--- config.mk ---
export PLATFORM = sky130hd
export DESIGN_NAME = fp_add_norm_ctrl
export DESIGN_NICKNAME = d
export VERILOG_FILES = /design/src/rtl/fp_add_pkg.sv /design/src/rtl/fp_add_norm_ctrl.sv
export SDC_FILE = /design/constraint.sdc
export NUM_CORES = 1
export LEC_CHECK = 0
export CAP_MARGIN = 5
export CELL_PAD_IN_SITES_DETAIL_PLACEMENT = 1
export CELL_PAD_IN_SITES_GLOBAL_PLACEMENT = 2
export CORE_MARGIN = 3
export CORE_UTILIZATION = 37
export DETAILED_ROUTE_END_ITERATION = 8
export MAX_ROUTING_LAYER = met4
export PLACE_DENSITY_LB_ADDON = 0.1
export SLEW_MARGIN = 20
export SYNTH_ARGS = -nofsm -noshare
export SYNTH_HDL_FRONTEND = slang
export SYNTH_SLANG_ARGS = --single-unit
--- constraint.sdc ---
create_clock -name clk -period 7.7 [get_ports clk]
set_input_delay 0.77 -clock clk [delete_from_list [all_inputs] [get_ports clk]]
set_output_delay 0.77 -clock clk [all_outputs]
set_load 0.02 [all_outputs]
--- src/rtl/fp_add_pkg.sv ---
// Shared constants and state encoding for the single-precision adder pipeline.
// Widths here are the defaults; blocks may override them via parameters.
package fp_add_pkg;

   localparam int MENT_WIDTH = 23;
   localparam int EXPO_WIDTH = 8;
   localparam int POS_W      = $clog2(MENT_WIDTH) + 1;

   localparam logic [EXPO_WIDTH-1:0] EXP_MAX = {EXPO_WIDTH{1'b1}};

   typedef enum logic [1:0] {
      IDLE = 2'd0,
      SCAN = 2'd1,
      DONE = 2'd2
   } state_t;

endpackage

--- src/rtl/fp_add_norm_ctrl.sv ---
// Iterative normalization controller: finds the left-shift for the raw mantissa
// sum one bit per cycle and produces the adjusted exponent plus status flags.
module fp_add_norm_ctrl #(
   parameter int  MENT_WIDTH = fp_add_pkg::MENT_WIDTH,
   parameter int  EXPO_WIDTH = fp_add_pkg::EXPO_WIDTH,
   localparam int POS_W      = $clog2(MENT_WIDTH) + 1
) (
   input  logic                  clk,
   input  logic                  rst_n,
   input  logic                  flush_in,
   input  logic                  in_valid,
   output logic                  in_ready,
   input  logic [MENT_WIDTH+1:0] sum_in,
   input  logic [EXPO_WIDTH-1:0] bigger_exponent_in,
   output logic                  out_valid,
   input  logic                  out_ready,
   output logic                  valid_bit_out,
   output logic [POS_W-1:0]      normalize_position_out,
   output logic                  shift_right_out,
   output logic [EXPO_WIDTH-1:0] normalized_exponent_out,
   output logic                  zero_out,
   output logic                  underflow_out,
   output logic                  overflow_out
);

   import fp_add_pkg::*;

   localparam int XW = EXPO_WIDTH + 1;
   localparam logic [XW-1:0] EXP_TOP_X = {1'b0, {EXPO_WIDTH{1'b1}}};

   state_t                state_r;
   logic [MENT_WIDTH-1:0] work_r;
   logic [EXPO_WIDTH-1:0] exp_r;
   logic [EXPO_WIDTH-1:0] limit_r;
   logic [POS_W-1:0]      count_r;

   logic [XW-1:0]         exp_inc_s;
   logic [EXPO_WIDTH-1:0] limit_in_s;
   logic [POS_W-1:0]      count_nx_s;
   logic [EXPO_WIDTH-1:0] count_nx_e_s;
   logic [EXPO_WIDTH-1:0] exp_dec_s;
   logic                  hit_s;
   logic                  lim_s;

   // Exponent adjust, scan limit and scan-exit conditions
   always_comb begin
      exp_inc_s = {1'b0, bigger_exponent_in} + {{EXPO_WIDTH{1'b0}}, 1'b1};
      if (bigger_exponent_in == {EXPO_WIDTH{1'b0}}) begin
         limit_in_s = {EXPO_WIDTH{1'b0}};
      end else begin
         limit_in_s = bigger_exponent_in - {{(EXPO_WIDTH-1){1'b0}}, 1'b1};
      end
      count_nx_s   = count_r + {{(POS_W-1){1'b0}}, 1'b1};
      count_nx_e_s = {{(EXPO_WIDTH-POS_W){1'b0}}, count_nx_s};
      // count never exceeds limit = exp-1, so this stays >= 1
      exp_dec_s    = exp_r - count_nx_e_s;
      hit_s        = work_r[MENT_WIDTH-1];
      lim_s        = (count_nx_e_s == limit_r);
   end

   // Control FSM with all handshake, position, exponent and flag outputs registered
   always_ff @(posedge clk or negedge rst_n) begin
      if (!rst_n) begin
         state_r                 <= IDLE;
         work_r                  <= {MENT_WIDTH{1'b0}};
         exp_r                   <= {EXPO_WIDTH{1'b0}};
         limit_r                 <= {EXPO_WIDTH{1'b0}};
         count_r                 <= {POS_W{1'b0}};
         in_ready                <= 1'b1;
         out_valid               <= 1'b0;
         valid_bit_out           <= 1'b0;
         normalize_position_out  <= {POS_W{1'b0}};
         shift_right_out         <= 1'b0;
         normalized_exponent_out <= {EXPO_WIDTH{1'b0}};
         zero_out                <= 1'b0;
         underflow_out           <= 1'b0;
         overflow_out            <= 1'b0;
      end else if (flush_in) begin
         state_r                 <= IDLE;
         work_r                  <= {MENT_WIDTH{1'b0}};
         exp_r                   <= {EXPO_WIDTH{1'b0}};
         limit_r                 <= {EXPO_WIDTH{1'b0}};
         count_r                 <= {POS_W{1'b0}};
         in_ready                <= 1'b1;
         out_valid               <= 1'b0;
         valid_bit_out           <= 1'b0;
         normalize_position_out  <= {POS_W{1'b0}};
         shift_right_out         <= 1'b0;
         normalized_exponent_out <= {EXPO_WIDTH{1'b0}};
         zero_out                <= 1'b0;
         underflow_out           <= 1'b0;
         overflow_out            <= 1'b0;
      end else begin
         case (state_r)
            IDLE: begin
               if (in_valid && in_ready) begin
                  in_ready <= 1'b0;
                  work_r   <= sum_in[MENT_WIDTH-1:0];
                  exp_r    <= bigger_exponent_in;
                  limit_r  <= limit_in_s;
                  count_r  <= {POS_W{1'b0}};
                  normalize_position_out <= {POS_W{1'b0}};
                  if (sum_in[MENT_WIDTH+1]) begin
                     state_r                 <= DONE;
                     out_valid               <= 1'b1;
                     valid_bit_out           <= 1'b1;
                     shift_right_out         <= 1'b1;
                     normalized_exponent_out <= exp_inc_s[EXPO_WIDTH-1:0];
                     overflow_out            <= (exp_inc_s == EXP_TOP_X);
                  end else if (sum_in == {(MENT_WIDTH+2){1'b0}}) begin
                     state_r                 <= DONE;
                     out_valid               <= 1'b1;
                     valid_bit_out           <= 1'b1;
                     zero_out                <= 1'b1;
                     normalized_exponent_out <= {EXPO_WIDTH{1'b0}};
                  end else if (sum_in[MENT_WIDTH]) begin
                     state_r                 <= DONE;
                     out_valid               <= 1'b1;
                     valid_bit_out           <= 1'b1;
                     normalized_exponent_out <= bigger_exponent_in;
                  end else if (limit_in_s == {EXPO_WIDTH{1'b0}}) begin
                     state_r                 <= DONE;
                     out_valid               <= 1'b1;
                     valid_bit_out           <= 1'b1;
                     underflow_out           <= 1'b1;
                     normalized_exponent_out <= bigger_exponent_in;
                  end else begin
                     state_r <= SCAN;
                  end
               end
            end
            SCAN: begin
               work_r  <= {work_r[MENT_WIDTH-2:0], 1'b0};
               count_r <= count_nx_s;
               if (hit_s || lim_s) begin
                  state_r                 <= DONE;
                  out_valid               <= 1'b1;
                  valid_bit_out           <= 1'b1;
                  normalize_position_out  <= count_nx_s;
                  normalized_exponent_out <= exp_dec_s;
                  underflow_out           <= !hit_s;
               end
            end
            DONE: begin
               if (out_ready) begin
                  state_r                 <= IDLE;
                  in_ready                <= 1'b1;
                  out_valid               <= 1'b0;
                  valid_bit_out           <= 1'b0;
                  normalize_position_out  <= {POS_W{1'b0}};
                  shift_right_out         <= 1'b0;
                  normalized_exponent_out <= {EXPO_WIDTH{1'b0}};
                  zero_out                <= 1'b0;
                  underflow_out           <= 1'b0;
                  overflow_out            <= 1'b0;
               end
            end
            default: begin
               state_r   <= IDLE;
               in_ready  <= 1'b1;
               out_valid <= 1'b0;
               valid_bit_out <= 1'b0;
            end
         endcase
      end
   end

endmodule

== Word-level counts from Yosys, hierarchy flattened ==
Cells that the tools add are included.
Word-level totals
  word-level logic and storage cells: 122
  output and inout port bits: 21
  bits in registers: 67
Operators by class
  mux-type cells: 68
  eq/ne operators: 15
  reduce and logical (&&, ||, !) cells: 22
  add/sub/neg operators: 4
Operator list (count)
  $mux W8: 15
  $mux W23: 2
  $pmux W23 S2: 1
  $mux W6: 5
  $mux W1: 27
  $ne A3 B3 Y1 const B: 9
  $logic_not A25 Y1: 1
  $pmux W8 S3: 1
  $pmux W6 S3: 1
  $logic_not A8 Y1: 2
  $mux W2: 8
  $pmux W6 S2: 1
  $reduce_and A4 Y1: 3
  $reduce_and A5 Y1: 2
  $add A8 B1 Y9 const B: 1
  $eq A9 B8 Y1 const B: 1
  $pmux W1 S3: 3
  $eq A6 B8 Y1: 1
  $reduce_and A8 Y1: 1
  $sub A8 B1 Y8 const B: 1
  $sub A8 B6 Y8: 1
  $add A6 B1 Y6 const B: 1
  $ne A6 B6 Y1 const B: 1
  $pmux W1 S2: 3
  13 further kinds: 17

== Logic depth before layout (Yosys ltp) ==
Gate-level depths: netlist of run 1.
  word-level depth: 10
  gate-level depth with buffers: 11
  depth with buffers taken out: 10

== Worst setup path before layout of run 1 ==
Ideal clock, no wire load.
  path kind: in2reg
  start point: in bigger_exponent_in[0]
  end point: reg normalized_exponent_out[7]
  arrival: 2507 ps
  stages on the path: 10
  data required time: 7596 ps
  path buffers: 2
  path slack: 5089 ps
  cell sequence: clkbuf_2 -> inv_1 -> ha_1 -> and2b_2 -> nand3_1 -> a21boi_0 -> a311oi_4 -> o22ai_2 -> buf_6 -> o41ai_2
On the way
  cells in the longest elaborated chain, start to end: 5
RTL lines
  from (decl): RTL line fp_add_norm_ctrl.sv:14  | input logic [EXPO_WIDTH-1:0] bigger_exponent_in,
  $sub A8 B1 Y8, or another cell as far along: RTL line fp_add_norm_ctrl.sv:51  | limit_in_s = bigger_exponent_in - {{(EXPO_WIDTH-1){1'b0}}, 1'b1};
  $mux W8, on equally long branches: RTL line fp_add_norm_ctrl.sv:48, fp_add_norm_ctrl.sv:103
  $logic_not A8 Y1 or $mux W8 (tied branches): RTL line fp_add_norm_ctrl.sv:121, fp_add_norm_ctrl.sv:96
  $ne A6 B6 Y1 (no line) or $pmux W8 S3 (tied branches)
  $reduce_and A5 Y1 (no line) or $mux W8 (tied branches)
  to (signal assigned): RTL line fp_add_norm_ctrl.sv:115  | normalized_exponent_out <= {EXPO_WIDTH{1'b0}};
  to (signal assigned): RTL line fp_add_norm_ctrl.sv:120  | normalized_exponent_out <= bigger_exponent_in;
  to (signal assigned): RTL line fp_add_norm_ctrl.sv:126  | normalized_exponent_out <= bigger_exponent_in;
  to (decl): RTL line fp_add_norm_ctrl.sv:20  | output logic [EXPO_WIDTH-1:0] normalized_exponent_out,
Parallel ways exist; a longest one is shown, timed or not. The select of a mux whose other input is x is not followed.
A chain may end at the register's enable or synchronous reset.

== Worst setup path in the final report of run 1 ==
  start point: in bigger_exponent_in[0]
  end point: reg normalized_exponent_out[3]
Same word-level chain as after synthesis.

==> results of run 1 <==
worst max-delay path, cell delays in order:
cell and delay [ps]:
clkdlybuf4s50_1 670, inv_1 160, ha_1 280, and2b_2 240, nand3_1 110, a21boi_0 330, a311oi_4 100, o22ai_2 440
mux2_2 390
cell type report:
cell class | instances | area [sq um] | area share
Multi-Input combinational cell | 333 | 2280 | 0.452
Sequential cell | 67 | 1680 | 0.332
Timing Repair Buffer | 63 | 613 | 0.121
Clock buffer | 13 | 240 | 0.0476
Tap cell | 140 | 175 | 0.0347
Inverter | 13 | 48.8 | 0.00966
Clock inverter | 3 | 15.0 | 0.00297
placed cells by master, fill, tap and decap left out, types with 12 or more instances in the layout:
master,n
dfrtp_1,66
ha_1,12
a21oi_1,17
o31ai_1,28
xnor2_1,16
inv_1,12
nor2_1,31
clkdlybuf4s50_1,57
mux2i_1,22
o21ai_0,25
nand2_1,64
flip-flops by register name, indices dropped and copies added, names as in the netlist, 2 cells and up:
name                     cells
count_r                      6
normalize_position_out       6
exp_r                        8
state_r                      2
normalized_exponent_out      8
work_r                      23
limit_r                      8
how the worst max path moves through the flow:
| stage | depth (start not counted) | to | start | slack [ps] |
|---|---|---|---|---|
| after global routing | 9 | normalized_exponent_out[3] | bigger_exponent_in[0] | 4270 |
| after floorplan | 10 | normalized_exponent_out[7] | bigger_exponent_in[0] | 5090 |
| after global placement | 9 | normalized_exponent_out[6] | bigger_exponent_in[0] | 4200 |
| after CTS | 9 | normalized_exponent_out[6] | bigger_exponent_in[0] | 4430 |
| final | 9 | normalized_exponent_out[3] | bigger_exponent_in[0] | 4430 |
| after detailed placement | 9 | normalized_exponent_out[6] | bigger_exponent_in[0] | 4070 |
per-layer routing:
metal	share of wire	global-route usage
met2	0.45	0.301
met4	0.0092	0.0441
met1	0.50	0.284
met3	0.037	0.0426
met5	0	-
logic make-up (layout without fill, tap and decap cells):
family | count (synthesis) | after routing | share of synthesized area
and+or+nand+nor | 153 | 153 | 0.179
muxes | 31 | 31 | 0.0781
DFF | 67 | 67 | 0.403
adders and majority gates | 14 | 14 | 0.0439
xor gates and xnor gates | 26 | 26 | 0.0589
buffers and inverters | 42 | 92 | 0.0526
AOI/OAI and AO/OA | 109 | 109 | 0.184
metrics by stage:
| step | std cells | instance area [sq um] |
|---|---|---|
| 2_1_floorplan | 442 | 4160 |
| 3_3_place_gp | 616 | 4800 |
| 3_5_place_dp | 616 | 4800 |
| 4_1_cts | 632 | 5050 |
| 5_1_grt | 632 | 5050 |
| 6_report | 632 | 5050 |
power groups by stage:
| stage | Combinational [mW] | Clock (mW) | Sequential, mW |
|---|---|---|---|
| 2_1_floorplan | 0.348 | 0 | 0.508 |
| 3_3_place_gp | 0.557 | 0 | 0.486 |
| 3_5_place_dp | 0.567 | 0 | 0.487 |
| 4_1_cts | 0.570 | 0.373 | 0.484 |
| 5_1_grt | 0.625 | 0.390 | 0.496 |
| 6_report | 0.564 | 0.363 | 0.483 |
==> impl_metrics.ini, run 1 <==
[cts]
cts_buffer_depth = 2
htreeDepth = 3
clkSlewWorstSetupHoldPaths_ps = 50
postCtsSetupBuffers = 0
clk_latency_ps = 330
cts-root-buf = clkbuf_16
numClockSinks = 67
cts_buffers = 9
ctsResizeCount = 0
cts_hold_buf = 0
cts_tree = built

[global_route]
antenna_found_initial = 0
overflow = 0
grt_max_degree = 68
grt_pass1_wl_um = 19600
grt_pass1_vias = 3593
grt.total_usage = 0.201

[timing]
fmax_mhz = 306
finalCriticalPeriod_ps = 3270
hold_violations = 0
grt_setup_unrepaired = false
finalWorstSetupSlack_ps = 4430
tightestPinTransition_ps = 954
setup_violations = 0
fin_crit_sh = 0.425
slew_headroom = 0.364
fin_worst_skew_ps = 5.54
fin_hold_ws_ps = 472
maxSlewViolCount = 0
fin_tns_setup_ps = 0

[worst_setup_path]
cp.arrival_ps = 3490
crit_required_ps = 7920
ff2ff_path_depth = 10
r2r_start = count_r[0]
startpoint_type = input pin
worst-r2r-setup-slack_ps = 4620
cp-end-kind = register
path_class = in2reg
reg2reg_to = normalized_exponent_out[7]
critPathMaxFanout = 12

[die]
core_sq_um = 10900
die_h_um = 112
io_pins = 59
rows = 38
start_util = 0.381
die_area_sq_um = 12600
die_x_um = 112

[power]
power_leakage_nw = 2.07
combPwrFrac = 0.400
irDropWorstVdd_mv = 0.149
p_int_mw = 0.886
power_frac_clock = 0.258
seqPwrFrac = 0.343
finalPower_mw = 1.41
p_sw_frac = 0.372
p_sw_mw = 0.525
power.density_nw_per_um2 = 279

[synthesis]
synthCells = 442
synth_area_sq_um = 4160
synth.largest_area_cell = dfrtp_1
synthTopCellsByArea = dfrtp_1 (40%), nand2_1 (5.8%), mux2i_1 (5.3%)
yosysSeqAreaShare = 0.403
synth.most_common_cell = dfrtp_1
synthDistinctLibCells = 64
synth_area_per_cell_sq_um = 9.42
synth_fp_nets = 494
yosys_register_bits = 67
synth-main-ff-cell = dfrtp_1
yosys_warnings = 0
synth_common_cells = dfrtp_1 (66), nand2_1 (64), nor2_1 (31)
yosysTopAreaCellShare = 0.397
synth_edf_count = 0
synthArstFlopShare = 1.00

[placement]
numPortBuffers = 58
dp_hpwl_um = 8470
gp_congestion = 0.807
place_ws_ps = 4070

[cells_and_area]
fillers = 1258
drive_gt1_frac = 0.0955
num_antenna_cells = 0
syn_to_final_growth_pct = 21.3
nets = 539
post-route-util = 0.462

[outcome]
status = completed

[hold_path]
hold-path-endpoint = normalize_position_out[5]
hold_depth = 2
hp-start = normalize_position_out[5]
holdCritPathClass = reg2reg

[run]
drv_cap = 0

[route]
drtAntennaViolNets = 0
drtIter0Drc = 129
firstDrtPassIters = 4
viasPerCell = 5.42
wire_per_inst_um = 18.4
wirelength_um = 11600
via_count = 3424
remaining_drc_errors = 0
Note: power is estimated with default switching activity, not from simulation.
==> inputs of run 2 (changes only) <==
--- a/config.mk
+++ b/config.mk
@@ -9,7 +9,7 @@
 export CELL_PAD_IN_SITES_DETAIL_PLACEMENT = 1
 export CELL_PAD_IN_SITES_GLOBAL_PLACEMENT = 2
 export CORE_MARGIN = 3
-export CORE_UTILIZATION = 37
+export CORE_UTILIZATION = 31
 export DETAILED_ROUTE_END_ITERATION = 8
 export MAX_ROUTING_LAYER = met4
 export PLACE_DENSITY_LB_ADDON = 0.1
==> constraint.sdc (replaced) <==
create_clock -name clk -period 2.9 [get_ports clk]
set_input_delay 0.29 -clock clk [delete_from_list [all_inputs] [get_ports clk]]
set_output_delay 0.29 -clock clk [all_outputs]
set_load 0.02 [all_outputs]
==> run 2 against run 1 <==
Flip-flop and latch count is the same. Routed wire length grew 7.7%. Final cell count is 8.2% higher. Core utilization decreased by 5.2 points. Sequential power grew to 2.7 times the previous value. Die area up 18%. First-iteration DRC count increased by 32%. Critical path type is now reg2reg. Largest cell class unchanged. Largest power group unchanged. Highest routed layer unchanged.
==> impl_metrics.ini, run 2 (same netlist as run 1, synthesis figures left out) <==
[outcome]
status = completed

[die]
rows = 41
die_area_sq_um = 14900
die_h_um = 122
die_x_um = 122
io_pins = 59
core_sq_um = 12900
start_util = 0.323

[cts]
cts_tree = built
clkSlewWorstSetupHoldPaths_ps = 50
htreeDepth = 3
postCtsSetupBuffers = 0
numClockSinks = 67
cts_buffers = 9
cts_buffer_depth = 2
clk_latency_ps = 340
cts-root-buf = clkbuf_16

[worst_setup_path]
critPathMaxFanout = 4
slowest_delay_ps = 400
cp_top_family = compound AO/OA/AOI/OAI gates
cp-end-kind = register
cp.arrival_ps = 2950
startpoint_type = register
crit_required_ps = 3130
path_cells = ha_2, xnor2_2, ha_1, o21ai_1, a21oi_1, or2_2, o41a_1, xnor2_1, a21boi_0, o41ai_2
path_buf_inv = 0
slowest_stage = dfrtp_1
path_class = reg2reg

[cells_and_area]
syn_to_final_growth_pct = 26.7
num_antenna_cells = 0
fillers = 1477
nets = 560
post-route-util = 0.410
layout_commonest_cell = dfrtp_1
drive_gt1_frac = 0.141
final_cell_mix = dfrtp_1 (66), nand2_1 (64), clkdlybuf4s50_1 (57)
regMostFlops = work_r
largest_reg_flops = 23

[global_route]
antenna_found_initial = 0
overflow = 0
grt_pass1_vias = 3833
grt_pass1_wl_um = 20900
grt.total_usage = 0.188
grt_max_degree = 35

[route]
via_count = 3504
firstDrtPassIters = 4
remaining_drc_errors = 0
drtAntennaViolNets = 0
drtIter0Drc = 170
wirelength_um = 12500
viasPerCell = 5.12
wire_per_inst_um = 18.3

[power]
p_sw_mw = 1.44
power.density_nw_per_um2 = 734
irDropWorstVdd_mv = 0.372
power_frac_clock = 0.258
p_sw_frac = 0.372
combPwrFrac = 0.411
p_int_mw = 2.43
power_leakage_nw = 2.18
seqPwrFrac = 0.331

[timing]
finalCriticalPeriod_ps = 2720
fin_worst_skew_ps = 10.3
setup_violations = 0
fin_crit_sh = 0.936
finalWorstSetupSlack_ps = 185
fin_tns_setup_ps = 0
maxSlewViolCount = 0
fmax_mhz = 368
tightestPinTransition_ps = 799
slew_headroom = 0.467
hold_violations = 0

[placement]
gp_congestion = 0.832
numPortBuffers = 58
place_ws_ps = 40.1
dp_hpwl_um = 9510

[hold_path]
holdCritPathClass = in2async

[run]
drv_cap = 0
[run 2: cell types whose count changed in the layout (fill, tap and decap cells not counted), sizes merged]
cell,delta
buf,+21
clkbuf,-1
[run 2: area by class of cell]
cell class	instances	area (sq um)	share of cell area
clock buffer	12	246	0.0467
clock inverter	3	15.0	0.00284
inverter	13	48.8	0.00925
multi-input combinational	333	2300	0.436
sequential	67	1680	0.318
tap	172	215	0.0408
timing repair buffer	84	771	0.146
[run 2: worst paths after layout]
path	slack, ps	endpoint	from	cells past startpoint
setup / recovery	180	normalized_exponent_out[7]	count_r[1]	10
hold / removal	40	work_r[14]	rst_n	1
setup reg to reg	180	normalized_exponent_out[7]	count_r[1]	10
hold reg to reg	470	work_r[12]	work_r[12]	2
max in group asynchronous	2070	in_ready	rst_n	2
min in group clk	470	work_r[12]	work_r[12]	2
[run 2: power groups by stage]
stage / combinational, mW / sequential (mW) / clock [mW]
after global routing: 1.77 / 1.31 / 1.08
after floorplan: 0.924 / 1.35 / 0
after CTS: 1.60 / 1.29 / 1.03
after global placement: 1.57 / 1.29 / 0
after detailed placement: 1.59 / 1.30 / 0
final: 1.59 / 1.28 / 1.00
[run 2: layer usage]
layer | GRT usage | vias up | share of wire
li1 | - | 1702 | -
met5 | - | - | 0
met4 | 0.0560 | 0 | 0.012
met1 | 0.264 | 1736 | 0.50
met3 | 0.0334 | 12 | 0.033
met2 | 0.278 | 54 | 0.45
[run 2: timing repair]
item | CTS | global route
hold buffers | 0 | 0
setup endpoints to repair | 0 | 3
hold endpoints to repair | 0 | 0
resized for setup | 0 | 5
[run 2: per-stage QoR]
step           area (sq um)  power, mW  hold WS, ps  instances
2_1_floorplan          4160       2.27        -5.59        442
3_3_place_gp           4990       2.86          413        669
3_5_place_dp           4990       2.89          419        669
4_1_cts                5260       3.91         63.9        684
5_1_grt                5280       4.16          102        684
6_report               5280       3.88         41.9        684
